$ cat src/rtl/nn_pkg.sv
// Shared fixed-point helpers for the neuron datapath: saturation bounds and a
// saturating add in product format.
package nn_pkg;

  localparam int DATA_W = 16;
  localparam int PROD_W = 2 * DATA_W;

  // Bounds are returned 64 bits wide; callers keep the low w bits.
  function automatic logic [63:0] SAT_MAX(input int w);
    return (64'd1 << (w - 1)) - 64'd1;
  endfunction

  function automatic logic [63:0] SAT_MIN(input int w);
    return 64'd1 << (w - 1);
  endfunction

  function automatic logic [PROD_W-1:0] sat_add(input logic [PROD_W-1:0] a,
                                                input logic [PROD_W-1:0] b);
    logic [PROD_W-1:0] raw;
    logic [63:0] mx;
    logic [63:0] mn;
    raw = a + b;
    mx  = SAT_MAX(PROD_W);
    mn  = SAT_MIN(PROD_W);
    if (!a[PROD_W-1] && !b[PROD_W-1] && raw[PROD_W-1]) return mx[PROD_W-1:0];
    if (a[PROD_W-1] && b[PROD_W-1] && !raw[PROD_W-1]) return mn[PROD_W-1:0];
    return raw;
  endfunction

endpackage

$ cat src/rtl/neuron_mac_sat_adder.sv
// Combinational W-bit signed add that clamps to the representable range
// instead of wrapping.
module sat_adder
  import nn_pkg::*;
#(
  parameter int W = 32
) (
  input  logic [W-1:0] a,
  input  logic [W-1:0] b,
  output logic [W-1:0] y
);

  localparam logic [63:0] MAX64 = SAT_MAX(W);
  localparam logic [63:0] MIN64 = SAT_MIN(W);
  localparam logic [W-1:0] MAX_V = MAX64[W-1:0];
  localparam logic [W-1:0] MIN_V = MIN64[W-1:0];

  logic [W-1:0] raw;

  assign raw = a + b;

  always_comb begin
    y = raw;
    if (!a[W-1] && !b[W-1] && raw[W-1]) y = MAX_V;
    else if (a[W-1] && b[W-1] && !raw[W-1]) y = MIN_V;
  end

endmodule

$ cat src/rtl/neuron_mac.sv
// Streaming multiply-accumulate front end of one neuron: weight fetch,
// saturating accumulate, bias add, one double-width sum per vector.
module neuron_mac
  import nn_pkg::*;
#(
  parameter int dataWidth = 16,
  parameter int numInputs = 784,
  parameter int addrWidth = $clog2(numInputs)
) (
  input  logic                     clk,
  input  logic                     rst_n,
  input  logic                     in_valid,
  input  logic [dataWidth-1:0]     in_data,
  output logic [addrWidth-1:0]     w_addr,
  input  logic [dataWidth-1:0]     w_data,
  input  logic [2*dataWidth-1:0]   bias,
  output logic [2*dataWidth-1:0]   sum,
  output logic                     sum_valid,
  output logic                     busy
);

  localparam int PW = 2 * dataWidth;
  localparam logic [addrWidth-1:0] LAST_IDX = addrWidth'(numInputs - 1);

  // Handshake: valid-only, no ready. Every cycle with in_valid high transfers
  // in_data; sum_valid is a one-cycle pulse with no way to stall it.
  logic [addrWidth-1:0] idx;
  logic                 in_last;
  logic                 x_valid, x_last;
  logic [dataWidth-1:0] x_d;
  logic                 mul_valid, mul_last;
  logic [PW-1:0]        p, acc, acc_sum, bias_sum;
  logic [PW-1:0]        x_ext, w_ext;
  logic                 last_pend;

  assign in_last = (idx == LAST_IDX);
  assign w_addr  = idx;
  assign x_ext   = {{dataWidth{x_d[dataWidth-1]}}, x_d};
  assign w_ext   = {{dataWidth{w_data[dataWidth-1]}}, w_data};
  assign busy    = (idx != '0) | x_valid | mul_valid | last_pend;

  sat_adder #(.W(PW)) u_acc_add  (.a(acc), .b(p),    .y(acc_sum));
  sat_adder #(.W(PW)) u_bias_add (.a(acc), .b(bias), .y(bias_sum));

  always_ff @(posedge clk or negedge rst_n) begin
    if (!rst_n) begin
      idx       <= '0;
      x_valid   <= 1'b0;
      x_last    <= 1'b0;
      x_d       <= '0;
      mul_valid <= 1'b0;
      mul_last  <= 1'b0;
      p         <= '0;
      acc       <= '0;
      last_pend <= 1'b0;
      sum       <= '0;
      sum_valid <= 1'b0;
    end else begin
      if (in_valid) idx <= in_last ? '0 : idx + addrWidth'(1);

      x_valid <= in_valid;
      if (in_valid) begin
        x_d    <= in_data;
        x_last <= in_last;
      end

      // The memory returns w_data one cycle after w_addr, aligned with x_d.
      mul_valid <= x_valid;
      if (x_valid) begin
        p        <= x_ext * w_ext;
        mul_last <= x_last;
      end

      // Final bias add overlaps the first product of the next vector, so the
      // accumulator restarts from that product rather than from zero.
      if (last_pend) begin
        sum       <= bias_sum;
        sum_valid <= 1'b1;
        acc       <= mul_valid ? p : '0;
        last_pend <= 1'b0;
      end else begin
        sum_valid <= 1'b0;
        if (mul_valid) begin
          acc       <= acc_sum;
          last_pend <= mul_last;
        end
      end
    end
  end

endmodule

$ cat config.mk
export PLATFORM = sky130hd
export DESIGN_NAME = neuron_mac
export DESIGN_NICKNAME = d
export VERILOG_FILES = /design/src/rtl/nn_pkg.sv /design/src/rtl/neuron_mac_sat_adder.sv /design/src/rtl/neuron_mac.sv
export SDC_FILE = /design/constraint.sdc
export NUM_CORES = 1
export LEC_CHECK = 0
export BUFFER_PORTS_ARGS = -buffer_cell sky130_fd_sc_hd__buf_4
export CAP_MARGIN = 20
export CELL_PAD_IN_SITES_DETAIL_PLACEMENT = 0
export CELL_PAD_IN_SITES_GLOBAL_PLACEMENT = 1
export CORE_MARGIN = 2
export CORE_UTILIZATION = 47
export DETAILED_ROUTE_END_ITERATION = 12
export GPL_ROUTABILITY_DRIVEN = 1
export PLACE_DENSITY = 0.77
export SKIP_CTS_REPAIR_TIMING = 1
export SLEW_MARGIN = 10
export SYNTH_ARGS = -nofsm -noshare
export SYNTH_HDL_FRONTEND = slang
export SYNTH_SLANG_ARGS = --single-unit
$ cat constraint.sdc
create_clock -name clk -period 7.7 [get_ports clk]
set_clock_uncertainty 0.1 [all_clocks]
set_input_delay 2.31 -clock clk [delete_from_list [all_inputs] [get_ports clk]]
set_output_delay 2.31 -clock clk [all_outputs]
set_load 0.01 [all_outputs]
==> results.yml, run 1 <==
run_status:
  run_status: "complete, no violations"
clock_tree:
  cts_inserted_buffers: 17
  cts-root-buf: "clkbuf_16"
  tritoncts: "done"
  clock_sinks: 128
  cts.reportedPaths.clkPinSlew_ns: 0.07
  htree_levels: 4
  insertion_delay_ns: 0.47
  cts_buffer_depth: 2
min_path:
  hp-class: "reg2reg"
yosys:
  synthXorXnorAreaFrac: 0.03646
  synthMuxAreaShare: 0.03097
  synth_edf_count: 0
  synth_common_cells: "inv_1 (316), fa_1 (266), nand2_1 (220)"
  synth_top_area_share: 0.2916
  yosysSeqAreaShare: 0.1754
  synth_compound_area_frac: 0.1213
  yosys.area_share.simple: 0.1596
  synth_most_common_cell: "inv_1"
  synth_largest_area_cell: "fa_1"
  syn_area_per_cell_um2: 9.057
  synth_area_um2: 18260
  ys_ff_latch: 128
  synthCells: 2016
  ys_top_cells_by_area: "fa_1 (29%), dfrtp_1 (18%), ha_1 (10%), inv_1 (6.5%), nand2_1 (4.5%)"
  synth_ff_type: "dfrtp_1"
  yosys_warnings: 0
  synth_fp_nets: 2499
  synth_top_family_by_area: "adder cells"
  async_flop_share: 1.000
  synth.distinct_cells: 77
  synthAdderAreaFrac: 0.3944
die:
  initial_core_util: 0.4747
  die_h_um: 201.1
  die_area_um2: 40440
  num_rows: 72
  ios: 111
  core_area_um2: 38470
  die_w_um: 201.1
timing:
  setup_violations: 0
  grt_setup_unrepaired: "true"
  tightest_slew_ns: 0.9333
  period_share: 0.9841
  clock.fmax_mhz: 132.0
  maxSlewHeadroom: 0.3765
  hold_viol_final: 0
  maxSlewViolCount: 0
  fin_crit_ns: 7.577
setup_path:
  crit_chain: "buf_8, nand2_2, fa_1, inv_1, fa_1, inv_1, fa_1, inv_1, fa_2, fa_1, inv_1, fa_1, inv_1, ha_4, nand4_1, buf_4, or4_4, nand2_4, a311o_1, a21oi_2, xnor2_1, mux2_2"
  crit_fanout: 9
  cp.required_ns: 7.96
  slowest_delay_ns: 0.56
  slowest_stage: "fa_1"
  crit_buf_inv: 7
  crit_type: "in2reg"
  cp-end-kind: "flop"
  cp_top_family: "adder cells"
  arrival_ns: 7.83
  worstSetupStartpointType: "input pin"
layout:
  diodes: 0
  area_growth_pct: 15.75
  seqCellArea_um2: 3206
  fillers: 3499
  multi_input_area_um2: 13790
  nNetsFinal: 2660
  layout-drive-gt1-share: 0.1658
  postLayoutCellArea_um2: 21130
global_routing:
  grt_max_degree: 80
  grt_busiest_layer: "met2"
  grtUsageMet2: 0.4196
  use_met3: 0.03693
  met1_usage: 0.3098
  antenna_found_initial: 0
  first_global_vias: 15370
  grt_overflow: 0
  grt_pass1_wl_um: 77410
  grtUsageTotal: 0.2399
drt:
  wirelength_um: 45330
  drtAntennaViolNets: 0
  wire_per_inst_um: 16.74
  drtIter0Drc: 790
  drc: 0
  drt_pass1_iterations: 5
  vias: 14460
  viasPerCell: 5.340
flow_run:
  max_cap_violations: 0
placed_design:
  dpl.hpwl_um: 36030
  routabilityCongestion: 0.9044
  placed_area_um2: 20380
  port_buffers: 110
layer usage:
| layer | up-vias | routed length (um) |
|---|---|---|
| li1 | 6831 | - |
| met1 | 7308 | 19690 |
| met2 | 274 | 23140 |
| met3 | 48 | 1708 |
| met4 | 0 | 787 |
| met5 | - | 0 |
path summary, 6_finish.rpt:
kind	from	to	slack (ns)	depth (start not counted)
hold / removal	mul_last	mul_last	0.41	1
max in group asynchronous	rst_n	mul_valid	4.45	2
setup reg to reg	x_d[7]	p[28]	1.20	21
hold reg to reg	mul_last	mul_last	0.41	1
min in group asynchronous	rst_n	x_d[6]	1.80	1
setup / recovery	w_data[8]	p[28]	0.12	22
layout make-up:
type	instances	share of cell area
Multi-Input combinational cell	1499	0.6523
Sequential cell	128	0.1517
Timing Repair Buffer	215	0.08111
Inverter	316	0.05612
Tap cell	518	0.03067
Clock buffer	17	0.02013
Clock inverter	15	0.007992
layout by cell type, fill, tap and decap left out, types with 17 or more instances in the layout:
cell type,netlist,routed
inv_1,316,313
fa_1,266,260
nand2_1,220,213
buf_4,0,201
ha_1,150,141
a21oi_1,136,129
dfrtp_1,128,126
and2_1,125,122
nor2_1,121,121
o21ai_0,73,71
xnor2_1,57,57
mux2_2,44,44
nand2b_1,30,30
nand3_1,26,26
a21o_1,23,23
xor2_1,19,19
clkbuf_16,0,17
sequential cells by signal, indices dropped and copies added, names as in the netlist:
signal and cells:
p 32, x_d 16, w_addr 10, x_valid 1
x_last 1, acc 32, last_pend 1, sum 32
mul_last 1, sum_valid 1, mul_valid 1
metrics by stage:
stage | hold WS (ns) | setup TNS [ns] | setup slack (ns) | utilization | cells
2_1_floorplan | 0.2519 | 0 | 0.002659 | - | 2016
3_3_place_gp | 0.3820 | -2.580 | -0.2869 | 0.5297 | 2673
3_5_place_dp | 0.3987 | -3.378 | -0.3672 | 0.5297 | 2673
4_1_cts | 0.4129 | 0 | 0.1293 | 0.5451 | 2705
5_1_grt | 0.4265 | -0.06473 | -0.02541 | 0.5494 | 2708
6_report | 0.4076 | 0 | 0.1225 | 0.5494 | 2708
kinds of logic (layout without fill, tap and decap cells):
group / after synthesis / in the layout
buffers and inverters: 389 / 563
xor gates and xnor gates: 76 / 76
DFF: 128 / 128
and+or+nand+nor: 602 / 602
AOI/OAI and AO/OA: 354 / 354
adders and majority gates: 416 / 416
muxes: 51 / 51
Power of run 1 is not shown: default switching activity piles up to over one toggle a cycle in this logic, so the estimate is an artifact.
==> inputs of run 2 (changes only) <==
Settings changed: ABC_AREA set to 1, HOLD_SLACK_MARGIN set to 0.15, PLACE_DENSITY 0.77 to 0.81, SYNTH_HIERARCHICAL set to 1.
==> run 2 against run 1 <==
Net effect:
- worst hold slack worse by 0.038 ns
- critical path depth down 1
- wire length rose by 35%
- utilization is 2.5 points lower
- largest cell class unchanged
- critical path type unchanged
- first-iteration DRC count up 30%
- via count grew 30%
- sequential share of layout area decreased by 1.4 points
- fmax rose by 3.2%
- synthesized cell count rose by 55%
- non-clock buffer count is 62 lower
- highest routed layer unchanged
==> results.yml, run 2 <==
run_status:
  run_status: "complete, no violations"
setup_path:
  timing.rr.start: "x_d[15]"
  r2r_slack_ns: 1.41
  cp-end-kind: "flop"
  cp.required_ns: 7.90
  startpoint: "w_data[5]"
  crit_type: "in2reg"
  regToRegEndpoint: "p[30]"
  arrival_ns: 7.54
  worstRegToRegCells: 19
  crit_fanout: 15
  worstSetupStartpointType: "input pin"
placed_design:
  routabilityCongestion: 0.9486
  port_buffers: 110
  placed_area_um2: 22690
  dpl.hpwl_um: 50830
clock_tree:
  clock_sinks: 128
  cts-root-buf: "clkbuf_16"
  tritoncts: "done"
  htree_levels: 4
  cts_buffer_depth: 2
  cts_inserted_buffers: 17
  insertion_delay_ns: 0.45
  cts.reportedPaths.clkPinSlew_ns: 0.06
drt:
  route.met3.wl_um: 2323
  drt_pass1_iterations: 5
  wl_met1_um: 26510
  wl_met2_um: 30070
  drtIter0Drc: 1025
  highest_layer: "met4"
  drc: 0
  viasPerCell: 4.950
  wirelength_um: 61410
  vias: 18770
  wire_per_inst_um: 16.20
  drtAntennaViolNets: 0
yosys:
  synth_common_cells: "nand2_1 (1050), inv_1 (724), fa_1 (264)"
  synth.distinct_cells: 38
  synthCells: 3123
  synth_ff_type: "dfrtp_1"
  yosys_warnings: 6
  ys_ff_latch: 128
  yosysSeqAreaShare: 0.1506
  synth_fp_nets: 3604
  synth_most_common_cell: "nand2_1"
  async_flop_share: 1.000
  ys_top_cells_by_area: "fa_1 (25%), nand2_1 (19%), dfrtp_1 (15%), inv_1 (13%), ha_1 (8.8%)"
  syn_area_per_cell_um2: 6.809
  synth_area_um2: 21260
  synth_largest_area_cell: "fa_1"
  synth_top_area_share: 0.2485
  synth_edf_count: 0
timing:
  setup_violations: 0
  period_share: 0.9532
  grt_setup_unrepaired: "false"
  fin_crit_ns: 7.339
  clock.fmax_mhz: 136.3
  maxSlewHeadroom: 0.3623
  hold_viol_final: 0
  tightest_slew_ns: 0.9566
  maxSlewViolCount: 0
  setup_tns_ns: 0
layout:
  largest_registers: "acc x32, p x32, sum x32"
  postLayoutCellArea_um2: 23290
  layout-drive-gt1-share: 0.08815
  nNetsFinal: 3667
  final_common_cell: "nand2_1"
  layout_common_cells: "nand2_1 (1050), inv_1 (724), fa_1 (264), nor2_1 (174), buf_4 (151)"
  area_growth_pct: 9.509
  diodes: 0
global_routing:
  grt_pass1_wl_um: 100400
  first_global_vias: 19260
  grt_overflow: 0
  grtUsageTotal: 0.2720
  grt_max_degree: 89
  antenna_found_initial: 0
die:
  ios: 111
  die_w_um: 216.7
  die_area_um2: 46960
  num_rows: 77
  core_area_um2: 44410
  initial_core_util: 0.4788
  die_h_um: 216.7
min_path:
  hp-start: "sum[8]"
  hp-class: "reg2reg"
  holdPathStages: 2
  whs_endpoint: "sum[8]"
flow_run:
  max_cap_violations: 0
## run 2: metrics by stage
step	hold WS, ns	utilization	setup slack [ns]	std cells
after global placement	0.3553	0.5108	-0.05908	3759
after detailed placement	0.3592	0.5108	-0.09488	3759
after floorplan	0.2519	-	0.07406	3123
after CTS	0.3756	0.5243	0.3708	3791
after global routing	0.3917	0.5243	0.1044	3791
final	0.3693	0.5243	0.3605	3791
## run 2: critical path: stages
cell     delay, ns
buf_4         0.14
buf_4         0.20
nand2_1       0.09
inv_1         0.07
fa_1          0.49
inv_1         0.05
fa_1          0.47
fa_1          0.51
inv_1         0.05
fa_1          0.50
fa_1          0.49
inv_1         0.05
fa_1          0.48
inv_1         0.05
ha_1          0.37
nand2_2       0.15
inv_1         0.05
a21oi_1       0.33
nand3_2       0.25
xnor2_1       0.30
o21ai_0       0.11
## run 2: cell families after synthesis
group	Yosys count	share of synthesized area
and+or+nand+nor	1477	0.2857
buffers and inverters	840	0.1518
adders and majority gates	414	0.3368
AOI/OAI and AO/OA	218	0.05613
DFF	128	0.1506
xor gates and xnor gates	46	0.01895
## run 2: layout make-up
class                           instances  area [um^2]
Clock buffer                           17        425.4
Clock inverter                         15        173.9
Fill cell                            4503        21130
Inverter                              731         2744
Multi-Input combinational cell       2155        14830
Sequential cell                       128         3204
Tap cell                              592        740.7
Timing Repair Buffer                  153         1165
## run 2: worst max-delay path by stage
stage	endpoint	depth (start not counted)	slack, ns
final	p[13]	21	0.36
after global routing	p[30]	21	0.10
after CTS	p[17]	23	0.37
after detailed placement	p[17]	23	-0.09
after global placement	p[30]	23	-0.06
after floorplan	p[31]	23	0.07
## run 2: routing by layer
metal | GRT usage | up-vias
met4 | 0.1055 | 0
li1 | - | 9311
met3 | 0.02933 | 129
met1 | 0.3383 | 8899
met5 | 0 | -
met2 | 0.4843 | 428
Power of run 2 is left out for the same reason.
